[src/rtl/core_reset_sequencer.sv]
// Staggered per-core reset release after a wake-up delay, plus per-core soft resets.
// Release latency SYNC_STAGES cycles per channel; no backpressure, request edges are dropped while busy.
module core_reset_sequencer #(
   parameter int N_CORES     = 4,
   parameter int WAKE_CNT_W  = 16,
   parameter int STAGGER     = 8,
   parameter int SOFT_HOLD   = 16,
   parameter int SYNC_STAGES = 2
) (
   input  logic               clk_i,
   input  logic               rst_i,
   input  logic [N_CORES-1:0] core_mask_i,
   input  logic [N_CORES-1:0] soft_rst_req_i,
   output logic [N_CORES-1:0] soft_rst_ack_o,
   output logic [N_CORES-1:0] core_rst_no,
   output logic               all_released_o,
   output logic [1:0]         state_o
);

   localparam int STG_W  = $clog2(STAGGER + 1);
   localparam int HOLD_W = $clog2(SOFT_HOLD + 1);
   localparam logic [STG_W-1:0]      STG_RELOAD = STG_W'(STAGGER - 1);
   localparam logic [HOLD_W-1:0]     HOLD_LOAD  = HOLD_W'(SOFT_HOLD);
   localparam logic [WAKE_CNT_W-1:0] WAKE_LAST  = WAKE_CNT_W'((1 << (WAKE_CNT_W - 1)) - 1);

   typedef enum logic [1:0] {
      ST_WAKE    = 2'd0,
      ST_RELEASE = 2'd1,
      ST_RUN     = 2'd2
   } state_t;

   state_t                             state_q;
   state_t                             state_d;
   logic [WAKE_CNT_W-1:0]              wake_cnt_q;
   logic [STG_W-1:0]                   stg_cnt_q;
   logic [N_CORES-1:0]                 mask_q;
   logic [N_CORES-1:0]                 pending_q;
   logic [N_CORES-1:0]                 int_rst_q;
   logic [N_CORES-1:0]                 in_soft_q;
   logic [N_CORES-1:0]                 req_q;
   logic [N_CORES-1:0]                 ack_q;
   logic [N_CORES-1:0][HOLD_W-1:0]     hold_cnt_q;
   logic [N_CORES-1:0][SYNC_STAGES-1:0] pipe_q;
   logic [N_CORES-1:0][SYNC_STAGES-1:0] pipe_nxt;
   logic [N_CORES-1:0]                 release_sel;
   logic [N_CORES-1:0]                 soft_start;
   logic [N_CORES-1:0]                 ack_d;
   logic                               sel_found;
   logic                               wake_done;
   logic                               release_now;

   assign wake_done   = (state_q == ST_WAKE) && (wake_cnt_q == WAKE_LAST);
   assign release_now = (state_q == ST_RELEASE) && (stg_cnt_q == '0);

   always_ff @(posedge clk_i) begin
      if (rst_i) begin
         state_q <= ST_WAKE;
      end else begin
         state_q <= state_d;
      end
   end

   // Lowest pending enabled core gets the next release slot; masked cores never enter pending.
   always_comb begin
      state_d     = state_q;
      release_sel = '0;
      sel_found   = 1'b0;
      for (int i = 0; i < N_CORES; i++) begin
         if (pending_q[i] && !sel_found) begin
            release_sel[i] = 1'b1;
            sel_found      = 1'b1;
         end
      end
      case (state_q)
         ST_WAKE: begin
            if (wake_done) begin
               state_d = ST_RELEASE;
            end
         end
         ST_RELEASE: begin
            if (release_now && ((pending_q & ~release_sel) == '0)) begin
               state_d = ST_RUN;
            end
         end
         ST_RUN: begin
            state_d = ST_RUN;
         end
         default: begin
            state_d = ST_WAKE;
         end
      endcase
   end

   // Internal reset clears the pipeline directly; a released channel shifts ones toward the output.
   always_comb begin
      pipe_nxt   = '0;
      soft_start = '0;
      ack_d      = '0;
      for (int i = 0; i < N_CORES; i++) begin
         pipe_nxt[i]   = int_rst_q[i] ? '0 : SYNC_STAGES'({pipe_q[i], 1'b1});
         soft_start[i] = (state_q == ST_RUN) && mask_q[i] && pipe_q[i][SYNC_STAGES-1] &&
                         !in_soft_q[i] && soft_rst_req_i[i] && !req_q[i];
         ack_d[i]      = in_soft_q[i] && !pipe_q[i][SYNC_STAGES-1] && pipe_nxt[i][SYNC_STAGES-1];
      end
   end

   always_ff @(posedge clk_i) begin
      if (rst_i) begin
         wake_cnt_q <= '0;
         stg_cnt_q  <= '0;
         mask_q     <= '0;
         pending_q  <= '0;
         int_rst_q  <= '1;
         in_soft_q  <= '0;
         req_q      <= '0;
         ack_q      <= '0;
         hold_cnt_q <= '0;
         pipe_q     <= '0;
      end else begin
         if (!wake_cnt_q[WAKE_CNT_W-1]) begin
            wake_cnt_q <= wake_cnt_q + 1'b1;
         end
         if (wake_done) begin
            mask_q    <= core_mask_i;
            pending_q <= core_mask_i;
            stg_cnt_q <= '0;
         end else if (release_now) begin
            pending_q <= pending_q & ~release_sel;
            if (sel_found) begin
               stg_cnt_q <= STG_RELOAD;
            end
         end else if (state_q == ST_RELEASE) begin
            stg_cnt_q <= stg_cnt_q - 1'b1;
         end
         req_q  <= soft_rst_req_i;
         ack_q  <= ack_d;
         pipe_q <= pipe_nxt;
         for (int i = 0; i < N_CORES; i++) begin
            if (release_now && release_sel[i]) begin
               int_rst_q[i] <= 1'b0;
            end
            // A soft reset stays flagged until its ack, which blocks new edges while draining.
            if (soft_start[i]) begin
               int_rst_q[i]  <= 1'b1;
               hold_cnt_q[i] <= HOLD_LOAD;
               in_soft_q[i]  <= 1'b1;
            end else if (in_soft_q[i]) begin
               if (ack_d[i]) begin
                  in_soft_q[i] <= 1'b0;
               end
               if (int_rst_q[i]) begin
                  if (hold_cnt_q[i] == '0) begin
                     int_rst_q[i] <= 1'b0;
                  end else begin
                     hold_cnt_q[i] <= hold_cnt_q[i] - 1'b1;
                  end
               end
            end
         end
      end
   end

   always_comb begin
      core_rst_no = '0;
      for (int i = 0; i < N_CORES; i++) begin
         core_rst_no[i] = pipe_q[i][SYNC_STAGES-1];
      end
   end

   assign all_released_o = (state_q == ST_RUN) && (&(core_rst_no | ~mask_q));
   assign soft_rst_ack_o = ack_q;
   assign state_o        = state_q;

endmodule

[config.mk]
export PLATFORM = sky130hd
export DESIGN_NAME = core_reset_sequencer
export DESIGN_NICKNAME = d
export VERILOG_FILES = /design/src/rtl/core_reset_sequencer.sv
export SDC_FILE = /design/constraint.sdc
export NUM_CORES = 1
export LEC_CHECK = 0
export BUFFER_PORTS_ARGS = -buffer_cell sky130_fd_sc_hd__clkbuf_2
export CAP_MARGIN = 20
export CORE_UTILIZATION = 55
export CTS_CLUSTER_SIZE = 14
export DETAILED_ROUTE_END_ITERATION = 7
export GPL_ROUTABILITY_DRIVEN = 0
export GPL_TIMING_DRIVEN = 0
export PLACE_DENSITY_LB_ADDON = 0.2
export SLEW_MARGIN = 30
export SYNTH_ARGS = -nofsm -noshare
export SYNTH_HDL_FRONTEND = slang
export SYNTH_SLANG_ARGS = --single-unit
[constraint.sdc]
create_clock -name clk_i -period 2.4 [get_ports clk_i]
set_input_delay 0.48 -clock clk_i [delete_from_list [all_inputs] [get_ports clk_i]]
set_output_delay 0.48 -clock clk_i [all_outputs]
set_load 0.01 [all_outputs]
=== Word-level counts from Yosys, hierarchy flattened ===
Index checks and enable logic that the tools add are counted.

* Input bits: 10
* Word-level logic and storage cells: 200
* Output and inout port bits: 11
* Flip-flop bits (word level): 74

* Bitwise operators: 8
* Reductions and logical operators: 87
* Muxes and demuxes: 64
* $add $sub $neg: 6
* Equal/unequal tests: 10

{| class="wikitable"
|+ Operator list
! kind !! count
|-
| $mux W5 || 16
|-
| $logic_and A1 B1 Y1 || 39
|-
| $mux W1 || 35
|-
| $reduce_and A3 Y1 || 8
|-
| $logic_not A5 Y1 || 4
|-
| $mux W4 || 5
|-
| $reduce_bool A2 Y1 || 10
|-
| $sub A5 B1 Y5 const B || 4
|-
| $add A16 B1 Y16 const B || 1
|-
| $eq A16 B15 Y1 const B || 1
|-
| $mux W16 || 1
|-
| $logic_not A1 Y1 || 15
|-
| $mux W2 || 6
|-
| $ne A2 B2 Y1 const B || 6
|-
| $reduce_or A2 Y1 || 5
|-
| $logic_not A4 Y1 || 2
|-
| $not A4 Y4 || 2
|-
| $pmux W2 S3 || 1
|-
| $and A4 B4 Y4 || 1
|-
| $not A1 Y1 || 4
|-
| $or A4 B4 Y4 || 1
|-
| $reduce_and A2 Y1 || 2
|-
| $reduce_and A4 Y1 || 1
|-
| $sub A4 B1 Y4 const B || 1
|-
| 4 further kinds || 4
|}

=== Longest topological paths before layout ===
* Word-level depth: 16
* Gate-level depth with buffers: 7
* Mapped depth without buffers: 6

=== Worst setup path before layout ===
OpenSTA, ideal clock, no wires.

* Path kind: register -> register
* Start point: reg stg_cnt_q[0]
* End point: reg int_rst_q[3]
* Slack: 0.698 ns
* Stages on the path, launching flop included: 7
* Data required time: 2.284 ns
* Buffers on the path: 0
* Arrival time: 1.586 ns
* Library setup time: 0.116 ns
* Cells stage by stage: dfxtp_1 inv_1 ha_1 nor3b_2 nand3_1 or3b_2 a31o_2

* Cells in the longest elaborated chain, start to end: 7

{| class="wikitable"
|+ Ends and longest elaborated chain
! what !! RTL line !! RTL
|-
| from (decl) || 35 || <nowiki>logic [STG_W-1:0] stg_cnt_q;</nowiki>
|-
| from (signal assigned) || 133 || <nowiki>stg_cnt_q <= stg_cnt_q - 1'b1;</nowiki>
|-
| $logic_not A4 Y1 * || 53 || <nowiki>assign release_now = (state_q == ST_RELEASE) && (stg_cnt_q == '0);</nowiki>
|-
| $logic_and A1 B1 Y1 * || 53 ||
|-
| $logic_and A1 B1 Y1 * || 139 || <nowiki>if (release_now && release_sel[i]) begin</nowiki>
|-
| $mux W1 * || 139 ||
|-
| $mux W1 || 152 || <nowiki>if (hold_cnt_q[i] == '0) begin</nowiki>
|-
| $mux W1 || 151 || <nowiki>if (int_rst_q[i]) begin</nowiki>
|-
| $mux W1 * || 147 || <nowiki>end else if (in_soft_q[i]) begin</nowiki>
|-
| to (signal, indexed assignment) || 140 || <nowiki>int_rst_q[i] <= 1'b0;</nowiki>
|-
| to (signal, indexed assignment) || 144 || <nowiki>int_rst_q[i] <= 1'b1;</nowiki>
|-
| to (signal, indexed assignment) || 153 || <nowiki>int_rst_q[i] <= 1'b0;</nowiki>
|-
| to (decl) || 38 || <nowiki>logic [N_CORES-1:0] int_rst_q;</nowiki>
|}

Every way passes the cells marked *; elsewhere a longest branch is shown, timed or not.
A chain may end at the register's enable or synchronous reset.

=== Final worst setup path ===
* Start point: reg state_q[0] (netlist: state_o[0])
* End point: out all_released_o

* Cells in the longest elaborated chain, start to end: 2

{| class="wikitable"
|+ Ends and longest elaborated chain
! what !! RTL line !! RTL
|-
| from (decl) || 32 || <nowiki>state_t state_q;</nowiki>
|-
| from (signal assigned) || 59 || <nowiki>state_q <= state_d;</nowiki>
|-
| $eq A2 B2 Y1 || 170 || <nowiki>assign all_released_o = (state_q == ST_RUN) && (&(core_rst_no | ~mask_q));</nowiki>
|-
| $logic_and A1 B1 Y1 || 170 ||
|-
| to (decl) || 16 || <nowiki>output logic all_released_o,</nowiki>
|}

No other way between the ends.

==> summary.md <==
| Metric | Value |
|---|---|
| Total Wirelength | `around 6300 microns` |
| Detailed placement HPWL | `4450 microns` |
| #FFs+latches synth | `74` |
| Clk sinks | `between 70 and 80` |
| Setup TNS | `0 ns` |
| Slew HR | `0.514` |
| Clock Path Buffers | `2` |
| Design area | `~3600 sq um` |
| Max-slew violations | `0` |
| FILL cells | `between 400 and 500` |
| Num CTS Buffers | `9` |
| Initial antenna violation count | `0` |
| CTS tree | `built` |
| Total Routing Usage GR | `0.226` |
| Pin count of the biggest net entering global routing | `12` |
| Compound-Gate Fraction of Synth Area | `0.109` |
| Number of synthesized flops with an enable pin | `0` |
| Root Buffer | `clkbuf_8` |
| Worst VDD drop | `around 380 uV` |
| Avg Inst Size Synth | `8.97 sq um` |
| Area after DPL | `~3400 sq um` |
| IO buf count | `20` |
| Post-synthesis cell count | `360` |
| Async SR Flop Fraction | `0` |
| Max Fclk | `around 500 MHz` |
| Clock Skew | `0.00761 ns` |
| CP cell instances | `inv_1 -> ha_1 -> o21ai_0 -> nor3_1 -> clkbuf_2` |
| Sequential share of the synthesized area | `0.459` |
| Nets@finish | `between 400 and 500` |
| IO Count | `21` |
| First-pass GRT wire length | `10,700 microns` |
| CP Depth | `5` |
| Post-route antenna net violation count | `0` |
| # hold bufs at CTS | `0` |
| Post-CTS setup buffers | `0` |
| Syn nets | `380` |
| Leakage | `1.33 nW` |
| 1st-pass router iterations | `4` |
| Final hold vios | `0` |
| Worst path required time | `between 1.5 and 2 ns` |
| Worst Max-Slew Pin Slew | `roughly 0.72 ns` |
| Full die area | `a little over 6000 sq um` |
| Post_cts resized | `0` |
| MaxCap Viol Count | `0` |
| H-tree levels | `3` |
| CP arrival | `roughly 1.5 ns` |
| Core Footprint | `between 5000 and 6000 sq um` |
| Power per cell area | `596 nW/um^2` |
| DRC errors left | `0` |
| Vias in the first global route | `~2,300` |
| Startpoint types | `flop` |
| CP Class | `reg2out` |
| Min Tclk post-route | `roughly 2 ns` |
| Wire length per cell | `13.5 microns` |
| Reg clk slew, reported paths | `0.07 ns` |
| Synth Area in Adders | `0.0419` |
| Row count | `27` |
| Worst skew pair latency | `0.34 ns` |
| Largest register FFs | `20` |
| Post-Synth XOR/XNOR Area | `0.0624` |
| Run status | `complete, no violations` |
| Biggest registers after layout | `hold_cnt_q: 20 flops, wake_cnt_q: 16 flops` |
| RSZ-0062 raised after global routing | `false` |
| Die X-Extent | `approximately 80 microns` |
| Diode count | `0` |
| 1st-iter DRT viols | `between 100 and 150` |
| Predominant post-synthesis flop cell | `dfxtp_1` |
| Synth Area in Simple Gates | `0.278` |
| CP max stage cell | `dfxtp_1` |
| Largest register by flop count | `hold_cnt_q` |
| Mux cell area share after synthesis | `0.00969` |
| Cell area after synthesis | `between 3000 and 4000 sq um` |
| Post-DR vias/cell | `around 5.6` |
| Worst hold path type | `in2reg` |
| CP max FO | `5` |
| Share of cells above drive strength 1 | `0.142` |
| Main combinational cell family by area after synthesis | `simple AND/OR/NAND/NOR gates` |
| Worst path max stage delay | `about 0.35 ns` |
| Netlist cell types | `55` |
| Total power | `0.00214 W` |
| Family with the most delay on the worst path | `flip-flops` |
| R2R depth | `6` |
| Hold Crit Depth | `2` |
| Initial Utilization | `0.579` |
| Crit. End Element | `output port` |
| Tcrit/Tclk final | `0.831` |
| Height of the die | `between 70 and 80 microns` |
| Setup Viol. Count Final | `0` |
| Warnings, synthesis | `0` |
| Buf+Inv Stages, Crit Path | `2` |
| Detailed-route via count | `between 2,000 and 3,000` |
| Total gr overflow | `0` |
| Synthesis-to-layout area growth | `11.2%` |
synth_stat cells (5+ instances only):
cell      instances  share of area
o21ai_0          16          0.025
a21oi_1          22          0.034
nor2b_1           7          0.014
nor3_1            9          0.014
or3_1             7          0.014
xor2_1            7          0.019
inv_1            18          0.021
xnor2_1          16          0.043
nand2_1          22          0.026
nand3_1          15          0.023
nor4b_1           8          0.022
nand2b_1          5         0.0097
nor2_1           49          0.057
ha_1             10          0.039
dfxtp_1          74           0.46
nand4_1           5         0.0097
and2_1            5         0.0097
routing by layer:
metal | GRT usage | vias to the layer above | share of wire
li1 | - | 1317 | -
met1 | 0.306 | 1224 | 0.50
met2 | 0.343 | 44 | 0.45
met3 | 0.0407 | 10 | 0.036
met4 | 0.111 | 0 | 0.013
met5 | 0 | - | 0
worst paths after layout:
check                                  startpoint  slack (ns)             end
worst min register to register          pipe_q[6]        0.46  core_rst_no[3]
worst max register to register      wake_cnt_q[0]        0.45    stg_cnt_q[2]
worst max-delay path                   state_o[0]        0.41  all_released_o
worst min-delay path            soft_rst_req_i[1]        0.37        req_q[1]
cell families after synthesis:
logic type / after synthesis
and+or+nand+nor: 161
DFF: 74
AOI/OAI and AO/OA: 58
buffers and inverters: 30
xor gates and xnor gates: 23
adders and majority gates: 11
muxes: 3
cells in the final DEF (no fill, tap or decap), types with 2 or more instances in the layout:
| cell type | instances |
|---|---|
| a31oi_1 | 2 |
| a21oi_1 | 22 |
| a211oi_1 | 4 |
| nor3b_1 | 4 |
| nor3_1 | 9 |
| nand4_1 | 5 |
| a31o_2 | 3 |
| xnor2_1 | 16 |
| nand3_1 | 15 |
| nor2_1 | 49 |
| and2_1 | 5 |
| clkbuf_8 | 11 |
| nor4_1 | 3 |
| nor4b_1 | 8 |
| clkbuf_2 | 21 |
| clkbuf_1 | 5 |
| nor4bb_1 | 4 |
| o211ai_1 | 3 |
| o221a_2 | 2 |
| o21ai_0 | 16 |
| dfxtp_1 | 74 |
| and3_1 | 2 |
| or2_2 | 2 |
| xor2_1 | 7 |
| buf_4 | 4 |
| nand2_1 | 22 |
| ha_1 | 10 |
| buf_1 | 2 |
| inv_1 | 18 |
| nor2b_1 | 7 |
| clkinv_2 | 3 |
| nand2b_1 | 5 |
| or3_1 | 7 |
| mux2i_1 | 2 |
report_power, final:
part           switching [W]  leakage, nW  internal [W]
Clock               0.000424       0.0920      0.000421
Combinational      0.0000348        0.641     0.0000167
Sequential        0.00000635        0.598       0.00124
area by class of cell:
type                    count  area [sq um]  share of cell area
inverters                  18          67.6              0.0188
clock buffers              12           155              0.0432
clock inverters             3          15.0             0.00418
flip-flops and latches     74          1480               0.413
repair buffers             20           100              0.0279
well taps                  72          90.1              0.0251
multi-input cells         256          1620               0.450
plain buffers              12          62.6              0.0174
through the flow:
| step | util | hold slack [ns] | worst slack, ns | std cells |
|---|---|---|---|---|
| global route | 0.644 | 0.386 | 0.279 | 467 |
| global placement | 0.613 | 0.438 | 0.524 | 452 |
| CTS | 0.644 | 0.364 | 0.417 | 467 |
| finish | 0.644 | 0.368 | 0.406 | 467 |
| detailed placement | 0.613 | 0.445 | 0.519 | 452 |
| floorplan | - | 0.431 | 0.698 | 360 |
(Power assumes the default switching activity.)
